File: src/rtl/uart_tx_fifo.sv
// UART transmitter fed by a circular FIFO.
// Queued words go out as back-to-back frames with no idle gap between them.
module uart_tx_fifo #(
  parameter int unsigned BAUD_DIV   = 2604,
  parameter int unsigned DATA_W     = 8,
  parameter int unsigned FIFO_DEPTH = 8,
  parameter int unsigned PARITY     = 0,
  parameter int unsigned STOP_BITS  = 1
) (
  input  logic                        clk,
  input  logic                        rst,
  input  logic                        wr_en,
  input  logic [DATA_W-1:0]           wr_data,
  output logic                        TX,
  output logic                        full,
  output logic                        empty,
  output logic [$clog2(FIFO_DEPTH):0] count,
  output logic                        tx_busy,
  output logic                        tx_done,
  output logic                        overflow
);

  localparam int unsigned AW = $clog2(FIFO_DEPTH);
  localparam int unsigned CW = AW + 1;
  localparam int unsigned BW = $clog2(BAUD_DIV + 1);
  localparam int unsigned NW = $clog2(DATA_W + 1);

  localparam logic [2:0] S_IDLE  = 3'd0;
  localparam logic [2:0] S_START = 3'd1;
  localparam logic [2:0] S_DATA  = 3'd2;
  localparam logic [2:0] S_PAR   = 3'd3;
  localparam logic [2:0] S_STOP  = 3'd4;

  logic [DATA_W-1:0] mem [FIFO_DEPTH];
  logic [AW-1:0]     wr_ptr;
  logic [AW-1:0]     rd_ptr;

  logic [2:0]        state;
  logic [BW-1:0]     baud_cnt;
  logic [NW-1:0]     bit_cnt;
  logic [DATA_W-1:0] shreg;
  logic              par_bit;

  logic [2:0]        state_n;
  logic [BW-1:0]     baud_n;
  logic [NW-1:0]     bit_n;
  logic [DATA_W-1:0] shreg_n;
  logic              par_n;
  logic              tx_n;
  logic              done_n;
  logic              pop_c;
  logic              push_c;
  logic              tick_c;
  logic [DATA_W-1:0] head_c;
  logic              head_par_c;
  logic [CW-1:0]     count_n;

  // Push acceptance is judged on the registered full flag only.
  assign push_c     = wr_en && !full && !rst;
  assign tick_c     = (baud_cnt == BW'(BAUD_DIV - 1));
  assign head_c     = mem[rd_ptr];
  assign head_par_c = (PARITY == 2) ? ~(^head_c) : (^head_c);

  // Next-state and registered-output values for the transmit FSM.
  always_comb begin
    state_n = state;
    baud_n  = baud_cnt + 1'b1;
    bit_n   = bit_cnt;
    shreg_n = shreg;
    par_n   = par_bit;
    tx_n    = TX;
    done_n  = 1'b0;
    pop_c   = 1'b0;
    case (state)
      S_IDLE: begin
        baud_n = '0;
        bit_n  = '0;
        tx_n   = 1'b1;
        if (!empty) begin
          pop_c   = 1'b1;
          state_n = S_START;
          shreg_n = head_c;
          par_n   = head_par_c;
          tx_n    = 1'b0;
        end
      end
      S_START: begin
        if (tick_c) begin
          state_n = S_DATA;
          baud_n  = '0;
          bit_n   = '0;
          tx_n    = shreg[0];
        end
      end
      S_DATA: begin
        if (tick_c) begin
          baud_n = '0;
          if (bit_cnt == NW'(DATA_W - 1)) begin
            bit_n = '0;
            if (PARITY != 0) begin
              state_n = S_PAR;
              tx_n    = par_bit;
            end else begin
              state_n = S_STOP;
              tx_n    = 1'b1;
            end
          end else begin
            bit_n   = bit_cnt + 1'b1;
            shreg_n = shreg >> 1;
            tx_n    = shreg_n[0];
          end
        end
      end
      S_PAR: begin
        if (tick_c) begin
          state_n = S_STOP;
          baud_n  = '0;
          bit_n   = '0;
          tx_n    = 1'b1;
        end
      end
      S_STOP: begin
        if (tick_c) begin
          baud_n = '0;
          if (bit_cnt == NW'(STOP_BITS - 1)) begin
            done_n = 1'b1;
            bit_n  = '0;
            // Chain straight into the next start bit when a word is waiting.
            if (!empty) begin
              pop_c   = 1'b1;
              state_n = S_START;
              shreg_n = head_c;
              par_n   = head_par_c;
              tx_n    = 1'b0;
            end else begin
              state_n = S_IDLE;
              tx_n    = 1'b1;
            end
          end else begin
            bit_n = bit_cnt + 1'b1;
          end
        end
      end
      default: begin
        state_n = S_IDLE;
        baud_n  = '0;
        bit_n   = '0;
        tx_n    = 1'b1;
      end
    endcase
  end

  // Occupancy: a simultaneous push and pop leaves it unchanged.
  always_comb begin
    count_n = count;
    if (push_c && !pop_c) begin
      count_n = count + CW'(1);
    end else if (pop_c && !push_c) begin
      count_n = count - CW'(1);
    end
  end

  always_ff @(posedge clk) begin
    if (rst) begin
      state    <= S_IDLE;
      baud_cnt <= '0;
      bit_cnt  <= '0;
      shreg    <= '0;
      par_bit  <= 1'b0;
      TX       <= 1'b1;
      tx_busy  <= 1'b0;
      tx_done  <= 1'b0;
      overflow <= 1'b0;
      count    <= '0;
      full     <= 1'b0;
      empty    <= 1'b1;
      wr_ptr   <= '0;
      rd_ptr   <= '0;
    end else begin
      state    <= state_n;
      baud_cnt <= baud_n;
      bit_cnt  <= bit_n;
      shreg    <= shreg_n;
      par_bit  <= par_n;
      TX       <= tx_n;
      tx_busy  <= (state_n != S_IDLE);
      tx_done  <= done_n;
      overflow <= wr_en && full;
      count    <= count_n;
      full     <= (count_n == CW'(FIFO_DEPTH));
      empty    <= (count_n == '0);
      if (push_c) wr_ptr <= wr_ptr + 1'b1;
      if (pop_c)  rd_ptr <= rd_ptr + 1'b1;
    end
  end

  // Storage is not reset; the pointers define what is valid.
  always_ff @(posedge clk) begin
    if (push_c) mem[wr_ptr] <= wr_data;
  end

endmodule

File: config.mk
export PLATFORM = sky130hd
export DESIGN_NAME = uart_tx_fifo
export DESIGN_NICKNAME = d
export VERILOG_FILES = /design/src/rtl/uart_tx_fifo.sv
export SDC_FILE = /design/constraint.sdc
export NUM_CORES = 1
export LEC_CHECK = 0
export BUFFER_PORTS_ARGS = -buffer_cell sky130_fd_sc_hd__buf_2
export CORE_MARGIN = 3
export CORE_UTILIZATION = 42
export DETAILED_ROUTE_END_ITERATION = 7
export PLACE_DENSITY = 0.69
export REMOVE_ABC_BUFFERS = 1
export SLEW_MARGIN = 20
export SYNTH_ARGS = -nofsm -noshare
export SYNTH_HDL_FRONTEND = slang
export SYNTH_SLANG_ARGS = --single-unit
File: constraint.sdc
create_clock -name clk -period 3.85 [get_ports clk]
set_clock_uncertainty 0.2 [all_clocks]
set_input_delay 0.385 -clock clk [delete_from_list [all_inputs] [get_ports clk]]
set_output_delay 0.385 -clock clk [all_outputs]
set_load 0.01 [all_outputs]
==> flow_metrics.env <==
export IMPL_crit_required_ns=3.88
export IMPL_start_util_pct=44.23
export IMPL_post_cts_resized=0
export IMPL_gp_congestion=0.8324
export IMPL_clk_pin_slew_worst_paths_ns=0.10
export IMPL_firstDrtPassIters=5
export IMPL_p_int_mw=1.955
export IMPL_swShare_pct=30.86
export IMPL_p_comb_share_pct=25.3
export IMPL_die_area_um2=12470
export IMPL_rows=37
export IMPL_instances_no_fill=532
export IMPL_endpoint_kind="flip-flop"
export IMPL_clk_insertion_delay_late_ns=0.37
export IMPL_cts_max_level=3
export IMPL_hold_class="in2reg"
export IMPL_nets=409
export IMPL_synth_area_per_cell_um2=12.74
export IMPL_drt_total_wl_mm=8.281
export IMPL_diodes=0
export IMPL_postPlaceCellArea_um2=4962
export IMPL_drcViolationCount=0
export IMPL_synth_seq_area_share_pct=60.62
export IMPL_slowest_delay_ns=0.58
export IMPL_rrSetupSlack_ns=0.97
export IMPL_clock_sinks=110
export IMPL_n_fill_cell=888
export IMPL_arrival_ns=2.91
export IMPL_switchingPower_mw=0.8726
export IMPL_clock_power_share_pct=23.2
export IMPL_antenna_found_initial=0
export IMPL_numCtsBuffers=9
export IMPL_setup_worst_path_start="baud_cnt[6]$_SDFF_PP0_"
export IMPL_dr_total_vias=2799
export IMPL_viasPerCell=5.261
export IMPL_power_density_nw_per_um2=549.5
export IMPL_fmax_mhz=347.2
export IMPL_hpwl_mm=5.458
export IMPL_pin_count=21
export IMPL_seq_area_um2=2843
export IMPL_final_setup_viol_count=0
export IMPL_multi_input_area_um2=1737
export IMPL_gr_total_overflow=0
export IMPL_cts_buffer_depth=2
export IMPL_crit_chain="or4b_4, or3_1, maj3_2, nor3_4, mux2i_1, nor2_1"
export IMPL_synth_warnings=0
export IMPL_peakVddDrop_mv=0.2964
export IMPL_fin_tns_setup_ns=0
export IMPL_hold_buffers=0
export IMPL_rsz0062_at_grt="false"
export IMPL_ys_ff_latch=110
export IMPL_postCtsSetupRepairBufs=0
export IMPL_worst_path_max_fanout=9
export IMPL_slew_viol_final=0
export IMPL_hold_start="wr_data[0]"
export IMPL_cts_root_buf="clkbuf_8"
export IMPL_max_slew_margin_pct=50.24
export IMPL_dp_cells=516
export IMPL_status="finished, final reports clean"
export IMPL_cpMaxStageDelayCell="or4b_4"
export IMPL_first_global_vias=2772
export IMPL_chipHeight_um=111.7
export IMPL_core_um2=10600
export IMPL_wl_per_cell_um=15.57
export IMPL_grt_total_usage_pct=13.97
export IMPL_netlist_instances=368
export IMPL_finalCriticalPeriod_ns=2.880
export IMPL_seqPwrFrac_pct=51.5
export IMPL_critPathKind="reg2reg"
export IMPL_portBuffers=20
export IMPL_ant_nets=0
export IMPL_syn2layout_area_growth_pct=9.739
export IMPL_cts_tree="built"
export IMPL_hold_viol=0
export IMPL_cap_violations=0
export IMPL_leakage_nw=1.790
export IMPL_worst_pin_slew_ns=0.7454
export IMPL_finalCritPeriodShare_pct=74.82
export IMPL_rr_startpoint="baud_cnt[6]$_SDFF_PP0_"
export IMPL_start_kind="flip-flop"
export IMPL_grt_max_degree=30
export IMPL_ys_types=47
export IMPL_grt_pass1_wl_mm=13.90
export IMPL_initialDrtViolationCount=171
export IMPL_netlist_area_um2=4689
export IMPL_final_cell_area_um2=5146
export IMPL_die_x_um=111.7
export IMPL_drive_gt1_share_pct=17.93
Yosys cell counts (all sizes together):
library cell   n  area, um^2
and3b          1       8.760
a21o           1       7.510
nor2b          3       18.77
a2bb2oi        1       8.760
nand2         16       60.06
dfxtp         46       920.9
nor3b          1       7.510
nand2b         4       25.02
or3b           2       17.52
nand3         12       60.06
or4            1       11.26
o22ai          2       12.51
o21ai          6       30.03
a211oi         4       30.03
clkbuf        14       52.55
xnor2         11       103.9
and4           1       8.760
o31ai          2       15.01
nor2          50       187.7
maj3           1       11.26
nand4          3       18.77
or4b           1       13.76
or3            4       25.02
o31a           1       8.760
mux4          16       360.4
edfxtp        64        1922
nand4bb        1       11.26
xor2          10       87.58
nand3b         3       22.52
ha             7       87.58
mux2i         17       170.2
a311oi         1       8.760
nor4           5       31.28
a31oi          3       18.77
and2           2       12.51
and3           8       50.05
mux2           2       26.27
buf            5       27.52
inv            8       30.03
nor3          10       61.31
nand4b         2       17.52
a21oi         16       80.08
per-stage QoR:
stage                     utilization, %  worst slack (ns)  hold WS [ns]  power (mW)
after floorplan                        -             1.124        0.2258       2.013
after global placement             46.81             1.055        0.2453       2.192
after detailed placement           46.81            0.9931        0.2573       2.208
after CTS                          48.54            0.9774       0.05671       2.862
after global routing               48.54            0.8170       0.06126       3.004
final                              48.54            0.9696       0.07225       2.828
power by group through the flow:
stage,Combinational [mW],Clock (mW),Sequential (mW)
5_1_grt,0.806,0.726,1.47
3_5_place_dp,0.725,0,1.48
2_1_floorplan,0.509,0,1.50
4_1_cts,0.728,0.676,1.46
6_report,0.717,0.656,1.46
3_3_place_gp,0.712,0,1.48
metal layers:
metal | global-route usage [%] | vias to the layer above | wire, um
met1 | 18.27 | 1339 | 3690
met5 | 0 | - | 0
met2 | 22.66 | 57 | 4052
met4 | 4.542 | 0 | 107
met3 | 3.804 | 8 | 431
li1 | - | 1395 | -
registers in the layout, summed over array words and instances, names as in the netlist, 3 cells and up, named ones only:
name,cells
mem,64
wr_ptr,3
baud_cnt,12
shreg,8
rd_ptr,3
count,4
bit_cnt,4
state,3
final timing paths:
path | end | cells after the start
worst max-delay path | shreg[5]$_SDFFE_PP0P_ | 6
worst min-delay path | mem[4][0]$_DFFE_PP_ | 1
worst max register to register | shreg[5]$_SDFFE_PP0P_ | 6
worst min register to register | shreg[7]$_SDFFE_PP0P_ | 2
placed cells by master, fill, tap and decap left out, types with 2 or more instances in the layout:
cell type | Yosys | routed
ha_1 | 7 | 7
nand2b_1 | 4 | 4
a21oi_1 | 16 | 16
dfxtp_1 | 46 | 46
o31ai_1 | 2 | 2
nor2_1 | 50 | 50
inv_1 | 8 | 8
inv_8 | 0 | 3
o22ai_1 | 2 | 2
xor2_1 | 10 | 10
mux4_2 | 16 | 16
nor4_1 | 5 | 5
and3_1 | 8 | 8
nand3b_1 | 3 | 3
nand3_1 | 12 | 12
or3_1 | 4 | 4
a31oi_1 | 3 | 3
inv_6 | 0 | 2
clkbuf_8 | 0 | 9
nor3_1 | 9 | 9
mux2i_1 | 17 | 17
or3b_2 | 2 | 2
xnor2_1 | 10 | 10
buf_4 | 0 | 11
nor2b_1 | 3 | 3
nand4b_1 | 2 | 2
and2_1 | 2 | 2
nand2_1 | 16 | 16
o21ai_0 | 6 | 6
nand4_1 | 3 | 3
a211oi_1 | 4 | 4
buf_2 | 1 | 20
edfxtp_1 | 64 | 64
final cells by class:
type,instances,area share [%]
Clock buffer,9,2.407
Tap cell,136,3.307
Clock inverter,7,1.167
Timing Repair Buffer,31,3.550
Sequential cell,110,55.24
Multi-Input combinational cell,231,33.75
Inverter,8,0.5835
critical path, delay by kind of cell (launching register included):
family        cells  cell delay (ns)
fa+ha+maj         1             0.37
simple gates      4             1.58
flops             1             0.36
mux               1             0.25
logic make-up (layout without fill, tap and decap cells):
| group | after synthesis | in the layout | synth area share (%) |
|---|---|---|---|
| mux | 35 | 35 | 11.87 |
| flops | 110 | 110 | 60.62 |
| xor+xnor | 21 | 21 | 4.082 |
| simple gates | 130 | 130 | 14.27 |
| fa+ha+maj | 8 | 8 | 2.108 |
| buf+inv | 27 | 55 | 2.348 |
| compound gates | 37 | 37 | 4.696 |
Power figures use the tool's default switching activity.
